### src/rtl/word_32_bit_uart_tx.sv
// Tagged-frame 8N1 UART transmitter: sends a 32-bit word as four tag/data byte pairs, or a command as one pair.
// Optional macro WORD_32_BIT_UART_TX_GAP_EN holds tx idle for GAP_BITS (>= 1) bit-times after every stop bit.
module word_32_bit_uart_tx #(
  parameter int CLKS_PER_BIT = 868,
  parameter int GAP_BITS     = 2
) (
  input  logic        clk,
  input  logic        reset,
  input  logic [31:0] word,
  input  logic        word_valid,
  input  logic [7:0]  cmd,
  input  logic        cmd_valid,
  output logic        ready,
  output logic        tx,
  output logic        done
);

`ifdef WORD_32_BIT_UART_TX_GAP_EN
  localparam int CNT_TOP = (GAP_BITS > 1) ? GAP_BITS * CLKS_PER_BIT : CLKS_PER_BIT;
  localparam int CW      = $clog2(CNT_TOP);
  localparam logic [CW-1:0] GAP_LAST = CW'(GAP_BITS * CLKS_PER_BIT - 1);
  typedef enum logic [2:0] {B_IDLE, B_START, B_DATA, B_STOP, B_GAP} bit_state_t;
`else
  localparam int CW = $clog2(CLKS_PER_BIT);
  typedef enum logic [1:0] {B_IDLE, B_START, B_DATA, B_STOP} bit_state_t;
`endif
  localparam logic [CW-1:0] BIT_LAST = CW'(CLKS_PER_BIT - 1);

  typedef enum logic [1:0] {IDLE, SEND_TAG, SEND_DATA, FINISH} frame_state_t;

  frame_state_t fstate, fstate_n;
  bit_state_t   bstate, bstate_n;
  logic [1:0]    idx, idx_n;
  logic          is_word, is_word_n;
  logic [31:0]   word_r, word_n;
  logic [7:0]    cmd_r, cmd_n;
  logic [CW-1:0] cnt, cnt_n;
  logic [2:0]    bit_idx, bit_n;
  logic [7:0]    shreg, shreg_n;
  logic          tx_n;
  logic          byte_end, load;
  logic [7:0]    load_byte;

  assign ready = (fstate == IDLE) || (fstate == FINISH);
  assign done  = (fstate == FINISH);

  always_ff @(posedge clk) begin
    if (reset) begin
      fstate  <= IDLE;
      bstate  <= B_IDLE;
      idx     <= '0;
      is_word <= 1'b0;
      word_r  <= '0;
      cmd_r   <= '0;
      cnt     <= '0;
      bit_idx <= '0;
      shreg   <= '0;
      tx      <= 1'b1;
    end else begin
      fstate  <= fstate_n;
      bstate  <= bstate_n;
      idx     <= idx_n;
      is_word <= is_word_n;
      word_r  <= word_n;
      cmd_r   <= cmd_n;
      cnt     <= cnt_n;
      bit_idx <= bit_n;
      shreg   <= shreg_n;
      tx      <= tx_n;
    end
  end

  // Frame sequencing: the next byte is loaded on the same edge the previous one ends, so bytes abut.
  always_comb begin
    fstate_n  = fstate;
    idx_n     = idx;
    is_word_n = is_word;
    word_n    = word_r;
    cmd_n     = cmd_r;
    load      = 1'b0;
    load_byte = '0;
`ifdef WORD_32_BIT_UART_TX_GAP_EN
    byte_end  = (bstate == B_GAP) && (cnt == GAP_LAST);
`else
    byte_end  = (bstate == B_STOP) && (cnt == BIT_LAST);
`endif
    case (fstate)
      IDLE, FINISH: begin
        fstate_n = IDLE;
        if (word_valid) begin
          fstate_n  = SEND_TAG;
          is_word_n = 1'b1;
          word_n    = word;
          idx_n     = '0;
          load      = 1'b1;
          load_byte = 8'h01;
        end else if (cmd_valid) begin
          fstate_n  = SEND_TAG;
          is_word_n = 1'b0;
          cmd_n     = cmd;
          idx_n     = '0;
          load      = 1'b1;
          load_byte = 8'h00;
        end
      end
      SEND_TAG: begin
        if (byte_end) begin
          fstate_n  = SEND_DATA;
          load      = 1'b1;
          load_byte = is_word ? word_r[{idx, 3'b000} +: 8] : cmd_r;
        end
      end
      SEND_DATA: begin
        if (byte_end) begin
          if (is_word && idx != 2'd3) begin
            fstate_n  = SEND_TAG;
            idx_n     = idx + 2'd1;
            load      = 1'b1;
            load_byte = {6'd0, idx} + 8'd2;
          end else begin
            fstate_n = FINISH;
          end
        end
      end
      default: fstate_n = IDLE;
    endcase
  end

  // Bit serializer: tx_n is the line value for the next cycle, so tx itself is a flop.
  always_comb begin
    bstate_n = bstate;
    cnt_n    = cnt;
    bit_n    = bit_idx;
    shreg_n  = shreg;
    tx_n     = tx;
    if (load) begin
      bstate_n = B_START;
      cnt_n    = '0;
      bit_n    = '0;
      shreg_n  = load_byte;
      tx_n     = 1'b0;
    end else begin
      case (bstate)
        B_START: begin
          if (cnt == BIT_LAST) begin
            bstate_n = B_DATA;
            cnt_n    = '0;
            bit_n    = '0;
            tx_n     = shreg[0];
          end else cnt_n = cnt + CW'(1);
        end
        B_DATA: begin
          if (cnt == BIT_LAST) begin
            cnt_n = '0;
            if (bit_idx == 3'd7) begin
              bstate_n = B_STOP;
              tx_n     = 1'b1;
            end else begin
              bit_n   = bit_idx + 3'd1;
              shreg_n = {1'b0, shreg[7:1]};
              tx_n    = shreg[1];
            end
          end else cnt_n = cnt + CW'(1);
        end
        B_STOP: begin
          tx_n = 1'b1;
          if (cnt == BIT_LAST) begin
            cnt_n = '0;
`ifdef WORD_32_BIT_UART_TX_GAP_EN
            bstate_n = B_GAP;
`else
            bstate_n = B_IDLE;
`endif
          end else cnt_n = cnt + CW'(1);
        end
`ifdef WORD_32_BIT_UART_TX_GAP_EN
        B_GAP: begin
          tx_n = 1'b1;
          if (cnt == GAP_LAST) begin
            cnt_n    = '0;
            bstate_n = B_IDLE;
          end else cnt_n = cnt + CW'(1);
        end
`endif
        default: begin
          bstate_n = B_IDLE;
          cnt_n    = '0;
          tx_n     = 1'b1;
        end
      endcase
    end
  end

endmodule

### config.mk
export PLATFORM = sky130hd
export DESIGN_NAME = word_32_bit_uart_tx
export DESIGN_NICKNAME = d
export VERILOG_FILES = /design/src/rtl/word_32_bit_uart_tx.sv
export SDC_FILE = /design/constraint.sdc
export NUM_CORES = 1
export LEC_CHECK = 0
export BUFFER_PORTS_ARGS = -buffer_cell sky130_fd_sc_hd__clkbuf_2
export CORE_MARGIN = 5
export CORE_UTILIZATION = 60
export CTS_CLUSTER_DIAMETER = 60
export DETAILED_ROUTE_END_ITERATION = 8
export PLACE_DENSITY = 0.9
export SETUP_SLACK_MARGIN = 0.5
export SYNTH_ARGS = -nofsm -noshare
export SYNTH_HDL_FRONTEND = slang
export SYNTH_SLANG_ARGS = --single-unit
### constraint.sdc
create_clock -name clk -period 5.4 [get_ports clk]
set_clock_uncertainty 0.05 [all_clocks]
set_input_delay 0.27 -clock clk [delete_from_list [all_inputs] [get_ports clk]]
set_output_delay 0.27 -clock clk [all_outputs]
set_load 0.1 [all_outputs]
Yosys cells after proc, flatten, opt, wreduce, memory -nomap -nowiden --
Index checks and enable logic that the tools add are counted.
Word-level totals: bits in registers 69, input port bits 44, output and inout port bits 3, logic and storage cells 108
Cells by class: $add $sub $neg 4, equality and inequality tests 23, shifts and indexed selects 1, mux-type cells 44, bitwise logic cells 2, reductions and logical operators 23
Operator list (number):
- 2-to-1 mux 8 bit | 6
- indexed part select 32 x 6 -> 8 bit | 1
- one-hot mux 8 bit (3 select lines) | 1
- 2-to-1 mux 2 bit | 11
- != test 2 bit (second input constant) | 9
- AND reduction 4 bit | 4
- 2-to-1 mux 1 bit | 15
- 2-to-1 mux 3 bit | 5
- != test 3 bit (second input constant) | 4
- one-hot mux 2 bit (3 select lines) | 2
- adder 10 x 1 -> 10 bit (second input constant) | 1
- equality test 10 bit (second input constant) | 1
- nonzero test 2 bit | 5
- equality test 2 bit (second input constant) | 4
- AND reduction 2 bit | 4
- one-hot mux 3 bit (2 select lines) | 1
- AND reduction 3 bit | 2
- equality test 2 x 1 -> 1 bit (second input constant) | 2
- one-hot mux 2 bit (2 select lines) | 1
- OR reduction 2 bit | 2
- OR reduction 4 bit | 1
- adder 2 x 2 -> 3 bit (second input constant) | 1
- adder 3 x 1 -> 3 bit (second input constant) | 1
- equality test 3 bit (second input constant) | 1
- 10 further kinds | 12

Longest topological paths before layout --
depth in word-level cells 7, mapped depth 8, gate-level depth less buffers 7

Worst setup path before layout --
Ideal clock, no wire load.
path type register -> register, start point reg fstate[0], end point reg cnt[7], library setup time 62 ps, data arrival time 2567 ps, data required time 5288 ps, path slack 2721 ps, stages on the path, launching flop included 9, path buffers 1, clock period less this slack 2679 ps, cells stage by stage dfxtp_1 inv_1 ha_1 or3b_4 o31ai_2 a21oi_4 or4_4 buf_6 nor2_2
On the way: cells in the longest elaborated chain, start to end 4, elaborated cells between the ends (all ways) 7, those cells by class 3 x eq/ne; 1 x mux; 3 x reduce/logical
RTL lines:
- start, declared | line 31 | frame_state_t fstate, fstate_n;
- start signal, assigned | line 60 | fstate <= fstate_n;
- equality test 2 bit or zero test 2 bit (tied branches) | line 87 | case (fstate)
- OR reduction 2 bit | line 87
- one-hot mux 1 bit (3 select lines) (*) | line 87
- OR reduction 4 bit (no source line) (*)
- end signal, assigned | line 66 | cnt <= cnt_n;
- end, declared | line 37 | logic [CW-1:0] cnt, cnt_n;
Every way passes the cells marked *; elsewhere a longest branch is shown, timed or not. A chain may end at the register's enable or synchronous reset.

Worst setup path in the final report --
start point reg idx[0], end point reg cnt[8]
On the way: cells in the longest elaborated chain, start to end 6
RTL lines:
- start, declared | line 33 | logic [1:0] idx, idx_n;
- start signal, assigned | line 62 | idx <= idx_n;
- != test 2 bit | line 115 | if (is_word && idx != 2'd3) begin
- logical AND 1 bit | line 115
- 2-to-1 mux 1 bit | line 115
- 2-to-1 mux 1 bit | line 114 | if (byte_end) begin
- one-hot mux 1 bit (3 select lines) | line 87
- OR reduction 4 bit (no source line)
Every way passes these cells.

==> metrics.md <==
| Metric | Value |
|---|---|
| Die width | 84.12 um |
| Mapped Area | 0.003296 mm2 |
| Power Density | between 300 and 400 mW/mm2 |
| # setup viols final | 0 |
| Share of cells above drive strength 1 | about a quarter |
| Slowest stage cell on the critical path | dfxtp_1 |
| Ys async rst share | 0% |
| Largest net degree at the start of global routing | 61 |
| Post-layout nets | 447 |
| Seq/Total Area, Yosys | 41.91% |
| Post-synth EDFFs | 0 |
| Worst hold margin | 0.09182 ns |
| Max-slew headroom | 23.55% |
| Critical Path End Type | flip-flop |
| Clk buf depth | 2 |
| CTS tree | built |
| Area share of the largest cell type after synthesis | 41.91% |
| Routability congestion estimate | 0.7986 |
| Post-Syn Instances | 357 |
| Gr ovfl total | 0 |
| Die area | between 0.007 and 0.008 mm2 |
| Fin. Hold Viols | 0 |
| Post-route setup slack | 2.911 ns |
| Leading area contributor after synthesis | dfxtp_1 |
| Worst path max stage delay | 0.75 ns |
| Syn Area/Cell | between 9 and 10 um2 |
| Reg clk slew, reported paths | approximately 0.07 ns |
| Top cells by area, synth | dfxtp_1 42%, nand2_1 8.3%, mux2i_1 6.4%, a21oi_1 5.5%, mux4_2 5.5% |
| Die Span Y | 84.12 um |
| Port Buffers | 46 |
| Period minus WS final | 2.489 ns |
| Area delta synth->final | 12.83% |
| # hold bufs at CTS | 0 |
| Setup TNS Final | 0 ns |
| Vias per cell | 5.504 |
| Synth Register Bits | 69 |
| Unrepaired setup endpoints after global routing | false |
| Clock Root Buffer | clkbuf_8 |
| DRT Wirelength | 6753 um |
| Mapped Nets | 412 |
| Critical Path AT | 2.72 ns |
| DR vias | 2,576 |
| Initial Utilization | between 60% and 70% |
| Ys Warns | 0 |
| Total CTS buffers | 9 |
| Antenna-violating nets left | 0 |
| DRT iter0 DRCs | 197 |
| Most frequent cell after synthesis | nand2_1 |
| Final cycle utilization of the critical path | 46.09% |
| Number of max-cap violations | 0 |
| Drc violations | 0 |
| Synth cell count leaders | 73 x nand2_1, 69 x dfxtp_1, 36 x a21oi_1, 21 x mux2i_1, 20 x nor2_1 |
| H-tree depth | 3 |
| Setup Buffers After CTS | 0 |
| Worst Path Required | around 5.6 ns |
| Core footprint | between 0.005 and 0.006 mm2 |
| Worst-path fanout max | 16 |
| Top FF cell, synth | dfxtp_1 |
| DRT Pass-1 Iters | 4 |
| GRT Resource Usage Total | 19.15% |
| CP startpoint kind | flip-flop |
| Clock Latency Late Sink | between 0.3 and 0.4 ns |
| Max VDD drop | 207.3 uV |
| Ports | 47 |
| Worst-Margin Slew | 1.147 ns |
| HP Class | in -> reg |
| DP HPWL | 4618 um |
| # rows | 27 |
| Number of global-route vias before repair | around 2,500 |
| Crit Path Category | reg -> reg |
| First-pass GRT wire length | about 11,000 um |
| Gates resized, CTS repair | 0 |
| Run status | finished, final reports clean |
| Fmax | 401.8 MHz |
| Leakage | about 0.0015 uW |
| CP cell instances | ha_1, and3b_1, o31ai_2, a21oi_4, or4_4, nor2_2 |
| Place WS | 2.904 ns |
| Post-DR wirelength/cell | 14.43 um |
| Pins Over Slew Limit | 0 |
| Synth unique cells | 52 |
| Ant. Diodes | 0 |
| Clock sinks | 69 |
| Initial antenna violation count | 0 |
## logic make-up after synthesis
family                     share of synthesized area [%]
AOI/OAI and AO/OA                                  12.15
muxes                                              13.67
xor gates and xnor gates                           2.126
and+or+nand+nor                                    21.49
adders and majority gates                          4.176
DFF                                                41.91
buffers and inverters                              4.480
## power breakdown
part | internal [uW] | switching [uW] | total [uW]
clock | 257 | 195 | 452
sequential | 542 | 21.6 | 563
combinational | 71.8 | 117 | 189
total | 871 | 333 | 1200
## critical path, delay by kind of cell, from the launching register on
family	cells	cell delay, ns
simple gates	3	0.94
flops	1	0.75
compound gates	2	0.43
fa+ha+maj	1	0.26
## path summary, 6_finish.rpt
check	start	end	slack [ns]	cells past startpoint
hold reg to reg	word_r[11]	word_r[11]	0.41	2
setup reg to reg	idx[0]	cnt[8]	2.91	6
hold / removal	word[9]	word_r[9]	0.09	3
setup / recovery	idx[0]	cnt[8]	2.91	6
## registers in the layout (all words and copies together) (netlist names)
| signal | cells |
|---|---|
| word_r | 32 |
| cnt | 10 |
| cmd_r | 8 |
| shreg | 8 |
| bit_idx | 3 |
| bstate | 2 |
| fstate | 2 |
| idx | 2 |
| is_word | 1 |
| tx | 1 |
## per-layer routing
layer	global-route usage (%)	vias up	share of wire, %
met2	31.06	68	49
li1	-	1300	-
met1	24.52	1197	44
met5	0	-	0
met4	7.895	0	1.7
met3	4.442	11	4.5
## cell usage in the layout (no fill, tap or decap), types with 3 or more instances in the layout
| cell type | count |
|---|---|
| nand2_1 | 73 |
| dfxtp_1 | 69 |
| clkbuf_2 | 46 |
| a21oi_1 | 36 |
| mux2i_1 | 21 |
| nor2_1 | 20 |
| ha_1 | 11 |
| nor2_2 | 10 |
| clkbuf_8 | 9 |
| inv_1 | 8 |
| nor3_1 | 8 |
| mux4_2 | 8 |
| nand3_1 | 6 |
| xnor2_1 | 5 |
| o22a_1 | 5 |
| and2_1 | 4 |
| mux2_2 | 4 |
| o21ai_0 | 4 |
| nor3b_1 | 3 |
| a22oi_1 | 3 |
| xor2_1 | 3 |
## cell type report
type                            instances  area (um2)
Multi-Input combinational cell        257        1767
Inverter                                8       30.03
Sequential cell                        69        1381
Tap cell                               72       90.09
Fill cell                             412        1687
Clock inverter                          6       88.84
Clock buffer                            9       123.9
Timing Repair Buffer                   47       237.7
## per-stage QoR
stage,cell area [um2],power (uW),util [%],cells
finish,3719,1204,68.80,468
global route,3719,1255,68.80,468
CTS,3719,1211,68.80,468
detailed placement,3506,760.0,64.86,453
global placement,3506,751.5,64.86,453
floorplan,3296,717.5,-,357
Note: power is estimated with default switching activity, not from simulation.
